File: src/rtl/reg_scoreboard.sv
// reg_scoreboard: issue-stage RAW/WAW hazard tracker with per-register in-flight count and readiness countdown.
// Define SB_STATS_EN to add stall_cycles / raw_events statistics outputs.
module reg_scoreboard #(
    parameter int NREG  = 32,
    parameter int LAT_W = 3,
    parameter int CNT_W = 2
) (
    input  logic             clk,
    input  logic             rst_n,
    input  logic             flush,
    input  logic             id_valid,
    input  logic [4:0]       id_raddr1,
    input  logic [4:0]       id_raddr2,
    input  logic             id_use1,
    input  logic             id_use2,
    input  logic             id_wen,
    input  logic [4:0]       id_waddr,
    input  logic [LAT_W-1:0] id_lat,
    input  logic             wb_we,
    input  logic [4:0]       wb_waddr,
    output logic             stall,
    output logic             issue,
    output logic             fwd1,
    output logic             fwd2,
    output logic             busy_any
`ifdef SB_STATS_EN
    ,
    output logic [31:0]      stall_cycles,
    output logic [31:0]      raw_events
`endif
);
    logic [CNT_W-1:0] cnt_q [NREG];
    logic [CNT_W-1:0] cnt_d [NREG];
    logic [LAT_W-1:0] cd_q  [NREG];
    logic [LAT_W-1:0] cd_d  [NREG];
    logic             busy_q, busy_d;
    logic [NREG-1:0]  inc, dec;
    logic             pend1, pend2, raw1, raw2, waw;

    always_comb begin
        pend1 = id_use1 & (id_raddr1 != '0) & (cnt_q[id_raddr1] != '0);
        pend2 = id_use2 & (id_raddr2 != '0) & (cnt_q[id_raddr2] != '0);
        raw1  = pend1 & (cd_q[id_raddr1] != '0);
        raw2  = pend2 & (cd_q[id_raddr2] != '0);
        fwd1  = pend1 & (cd_q[id_raddr1] == '0);
        fwd2  = pend2 & (cd_q[id_raddr2] == '0);
        waw   = id_wen & (id_waddr != '0) & (cnt_q[id_waddr] == '1);
        stall = id_valid & (raw1 | raw2 | waw);
        issue = id_valid & ~stall;
    end

    // r0 is never tracked, so its entry stays at the cleared value forever.
    always_comb begin
        busy_d = 1'b0;
        inc    = '0;
        dec    = '0;
        for (int r = 0; r < NREG; r++) begin
            cnt_d[r] = '0;
            cd_d[r]  = '0;
            if (r != 0 && !flush) begin
                inc[r]   = issue & id_wen & (id_waddr == 5'(r));
                dec[r]   = wb_we & (wb_waddr == 5'(r)) & (cnt_q[r] != '0);
                cnt_d[r] = cnt_q[r] + CNT_W'(inc[r]) - CNT_W'(dec[r]);
                cd_d[r]  = (cnt_d[r] == '0) ? '0 :
                           inc[r] ? id_lat :
                           (cd_q[r] != '0) ? cd_q[r] - LAT_W'(1) : cd_q[r];
            end
            busy_d = busy_d | (cnt_d[r] != '0);
        end
    end

    always_ff @(posedge clk or negedge rst_n) begin
        if (!rst_n) begin
            for (int r = 0; r < NREG; r++) begin
                cnt_q[r] <= '0;
                cd_q[r]  <= '0;
            end
            busy_q <= 1'b0;
        end else begin
            cnt_q  <= cnt_d;
            cd_q   <= cd_d;
            busy_q <= busy_d;
        end
    end

    assign busy_any = busy_q;

`ifdef SB_STATS_EN
    logic        stall_prev_q;
    logic [31:0] stall_cycles_q, raw_events_q;

    // Statistics survive flush; only reset clears them.
    always_ff @(posedge clk or negedge rst_n) begin
        if (!rst_n) begin
            stall_prev_q   <= 1'b0;
            stall_cycles_q <= '0;
            raw_events_q   <= '0;
        end else begin
            stall_prev_q   <= stall;
            stall_cycles_q <= stall_cycles_q + 32'(stall);
            raw_events_q   <= raw_events_q + 32'(stall & ~stall_prev_q & (raw1 | raw2));
        end
    end

    assign stall_cycles = stall_cycles_q;
    assign raw_events   = raw_events_q;
`endif
endmodule

File: config.mk
export PLATFORM = sky130hd
export DESIGN_NAME = reg_scoreboard
export DESIGN_NICKNAME = d
export VERILOG_FILES = /design/src/rtl/reg_scoreboard.sv
export SDC_FILE = /design/constraint.sdc
export NUM_CORES = 1
export LEC_CHECK = 0
export BUFFER_PORTS_ARGS = -buffer_cell sky130_fd_sc_hd__buf_2
export CORE_ASPECT_RATIO = 0.8
export CORE_UTILIZATION = 64
export CTS_BUF_LIST = sky130_fd_sc_hd__clkbuf_16
export DETAILED_ROUTE_END_ITERATION = 10
export GPL_TIMING_DRIVEN = 1
export PLACE_DENSITY = 0.82
export SLEW_MARGIN = 20
export SYNTH_ARGS = -nofsm -noshare
export SYNTH_HDL_FRONTEND = slang
export SYNTH_SLANG_ARGS = --single-unit
File: constraint.sdc
create_clock -name clk -period 5.8 [get_ports clk]
set_input_delay 0.29 -clock clk [delete_from_list [all_inputs] [get_ports clk]]
set_output_delay 0.29 -clock clk [all_outputs]
set_load 0.01 [all_outputs]
==> impl_results.md <==
- Fin util: 0.7099
- Final Setup Violations: 0
- Netlist Area Pre-Place: about 0.013 mm^2
- Worst Setup SP: cd_q[34]
- Clock H-tree levels: 4
- Post-Syn Nets: 1688
- Ports: 36
- Clock share of power: 0.474
- Comb pwr share: 0.111
- Chip Width: approximately 160 um
- Die height: approximately 130 um
- Crit path capture type: register
- Sw frac: 0.2851
- Worst path arrival time: around 5.6 ns
- Row cnt: 45
- Antenna Cells: 0
- Global-route wire length before repair: ~66000 um
- Antenna violations before repair: 1
- Number of synthesized flops with an enable pin: 0
- Final #Nets: approximately 1700
- Switching power: 0.7518 mW
- Core ar.: roughly 0.019 mm^2
- RSZ-0062 raised after global routing: no
- Final min period: roughly 5.3 ns
- Clock tree buffer depth: 2
- Layout cells sized above 1: 0.07772
- Vias in the first global route: between 10000 and 15000
- First-pass detailed-route iteration total: 10
- F_max: between 150 and 200 MHz
- Top FF cell, synth: dfrtp_1
- Final worst path period share: 0.9085
- Final GP Congestion: 1.031
- Setup TNS: 0 ns
- FFs w/ async S/R, synth: 1.000
- Post-synthesis sequential area ratio: 0.3103
- Worst-skew pair later-pin latency: roughly 0.45 ns
- Syn avg cell area: ~8 um^2
- Slowest-stage cell, CP: nor3_1
- Port bufs: 35
- Reg power frac: 0.415
- DRC: 0
- ANT nets after route: 0
- Critical path, cell by cell: nor4_1 -> a2111oi_0 -> nor4_1 -> o211ai_1 -> a32oi_1 -> o2111ai_1 -> nor3_1 -> nand2_1 -> ha_1 -> inv_1 -> ha_1 -> xor2_1 -> xnor2_1 -> nor2_1 -> nor2_1 -> nand4b_1 -> nor4_1 -> nand2_1
- Hold_ws: about 0.22 ns
- Vias: about 12000
- Worst path bufs/invs: 1
- Internal power: around 1.9 mW
- Min-delay src: id_lat[0]
- CP Max Fanout: 6
- Warning count from the yosys run: 0
- Top Family by Delay on Critical Path: simple AND/OR/NAND/NOR gates
- RR Startpoint: cd_q[34]
- Clock Tree Root: clkbuf_16
- Max-slew headroom: 0.2061
- Kind of critical path: register to register
- Hold WC Path Type: primary input to register
- Die area: approximately 0.020 mm^2
- Clock skew: around 0.013 ns
- Initial Util: 0.6592
- Routed length per instance: about 24 um
- Tightest Pin Transition: 1.190 ns
- Synth Instances: about 1500
- Largest stage delay, worst path: about 0.63 ns
- Vias per cell: ~6.7
- Leakage power: 6.465 nW
- Largest net degree at the start of global routing: 96
- Synth Register Bits: around 160
- Clock-pin slew on the worst setup and hold paths: ~0.07 ns
- CTS sink count: between 150 and 200
- Outcome: finished clean
- CTS Buf Count: 17
- CP dominant cell by count: nor4_1
- Peak VDD IR: 0.1624 mV
- Final hold vios: 0
- Startpoint Class: register
- Power Density: ~200 mW/mm^2
- Max Slew Vio Count: 0
- Initial drt markers: about 1600
- Max Cap Viol: 0
- Post-DP HPWL: about 31000 um
- GRT Total Usage: 0.4341
- CTS tree: yes
- Final wirelength: roughly 43000 um
- Area added between synthesis and finish: 7.687%
- Total grt overflow: 0
- Unique masters post-synth: just over 60
- WP data required: between 6 and 7 ns
power by group through the flow:
stage          registers [mW]  logic (mW)  clock network [mW]
2_1_floorplan            1.11       0.150                   0
3_5_place_dp             1.11       0.273                   0
4_1_cts                  1.09       0.274                1.25
5_1_grt                  1.09       0.301                1.29
6_report                 1.09       0.292                1.25
3_3_place_gp             1.11       0.273                   0
worst paths after layout:
kind	end	slack [ns]	depth (start not counted)
max in group asynchronous	cd_q[25]	3.92	3
worst min register to register	cnt_q[19]	0.59	2
worst max register to register	busy_any	0.53	18
worst min-delay path	cd_q[81]	0.22	3
min in group asynchronous	cd_q[50]	0.47	2
worst max-delay path	busy_any	0.53	18
Yosys cell counts (all sizes together) (26+ instances only):
cell	instances	share of area
nand3	26	0.010
mux2i	33	0.026
nand2	142	0.042
inv	145	0.043
nor3	97	0.039
buf	31	0.014
nor2b	40	0.020
a31oi	34	0.017
clkbuf	48	0.014
xnor2	59	0.041
dfrtp	156	0.31
nor2	161	0.048
a21oi	75	0.030
o22a	30	0.021
o21ai	65	0.026
nor4	27	0.013
ha	124	0.12
xor2	34	0.024
sequential cells by signal, summed over array words and instances, names as in the netlist:
register  flops
busy_any      1
cnt_q        62
cd_q         93
metal layers:
layer	track usage	vias to the layer above	part of all wire
li1	-	5422	-
met2	0.6612	791	0.43
met4	0.2016	2	0.045
met1	0.5618	5775	0.39
met3	0.1416	167	0.13
met5	0	-	0.00030
through the flow:
step                total power [mW]  instances  cell area, um^2  setup WS [ns]
global placement               1.387       1769            12900         0.6511
detailed placement             1.387       1769            12900         0.5889
global route                   2.686       1802            13550         0.3827
floorplan                      1.264       1533            12580          1.675
finish                         2.637       1802            13550         0.5309
CTS                            2.619       1802            13550         0.7735
worst register-to-register path, delay by kind of cell, from the launching register on:
family          cells  cell delay [ns]
flops               1             0.42
fa+ha+maj           2             0.49
xor+xnor            2             0.31
buf+inv             1             0.06
compound gates      4             1.02
simple gates        9             2.84
area by class of cell:
type / instances / area [um^2]
fillers: 1491 / 5538
inverters: 145 / 544.3
clock buffers: 17 / 425.4
multi-input cells: 1153 / 7786
well taps: 258 / 322.8
repair buffers: 58 / 356.6
clock inverters: 15 / 210.2
flip-flops and latches: 156 / 3904
repair_timing:
item	CTS	global route
endpoints found under the setup margin	0	0
setup buffers	0	0
resized for setup	0	0
hold buffers	1	0
hold endpoints to repair	35	0
cells by family (layout without fill, tap and decap cells):
kind of cell / after synthesis / after routing / synth area share
AND/OR/NAND/NOR: 593 / 593 / 0.2271
multiplexers: 47 / 47 / 0.04952
flip-flops: 156 / 156 / 0.3103
buffers and inverters: 224 / 235 / 0.07120
AO/OA/AOI/OAI: 296 / 296 / 0.1538
adder cells (fa/ha/maj): 124 / 124 / 0.1233
XOR/XNOR: 93 / 93 / 0.06474
layout by cell type, fill, tap and decap left out, drive strengths merged, types with 57 or more instances in the layout:
cell and instances:
a21oi 75, buf 57, dfrtp 156, ha 124, inv 152, nand2 142, nor2 161, nor3 97
o21ai 65, xnor2 59
Power figures use the tool's default switching activity.
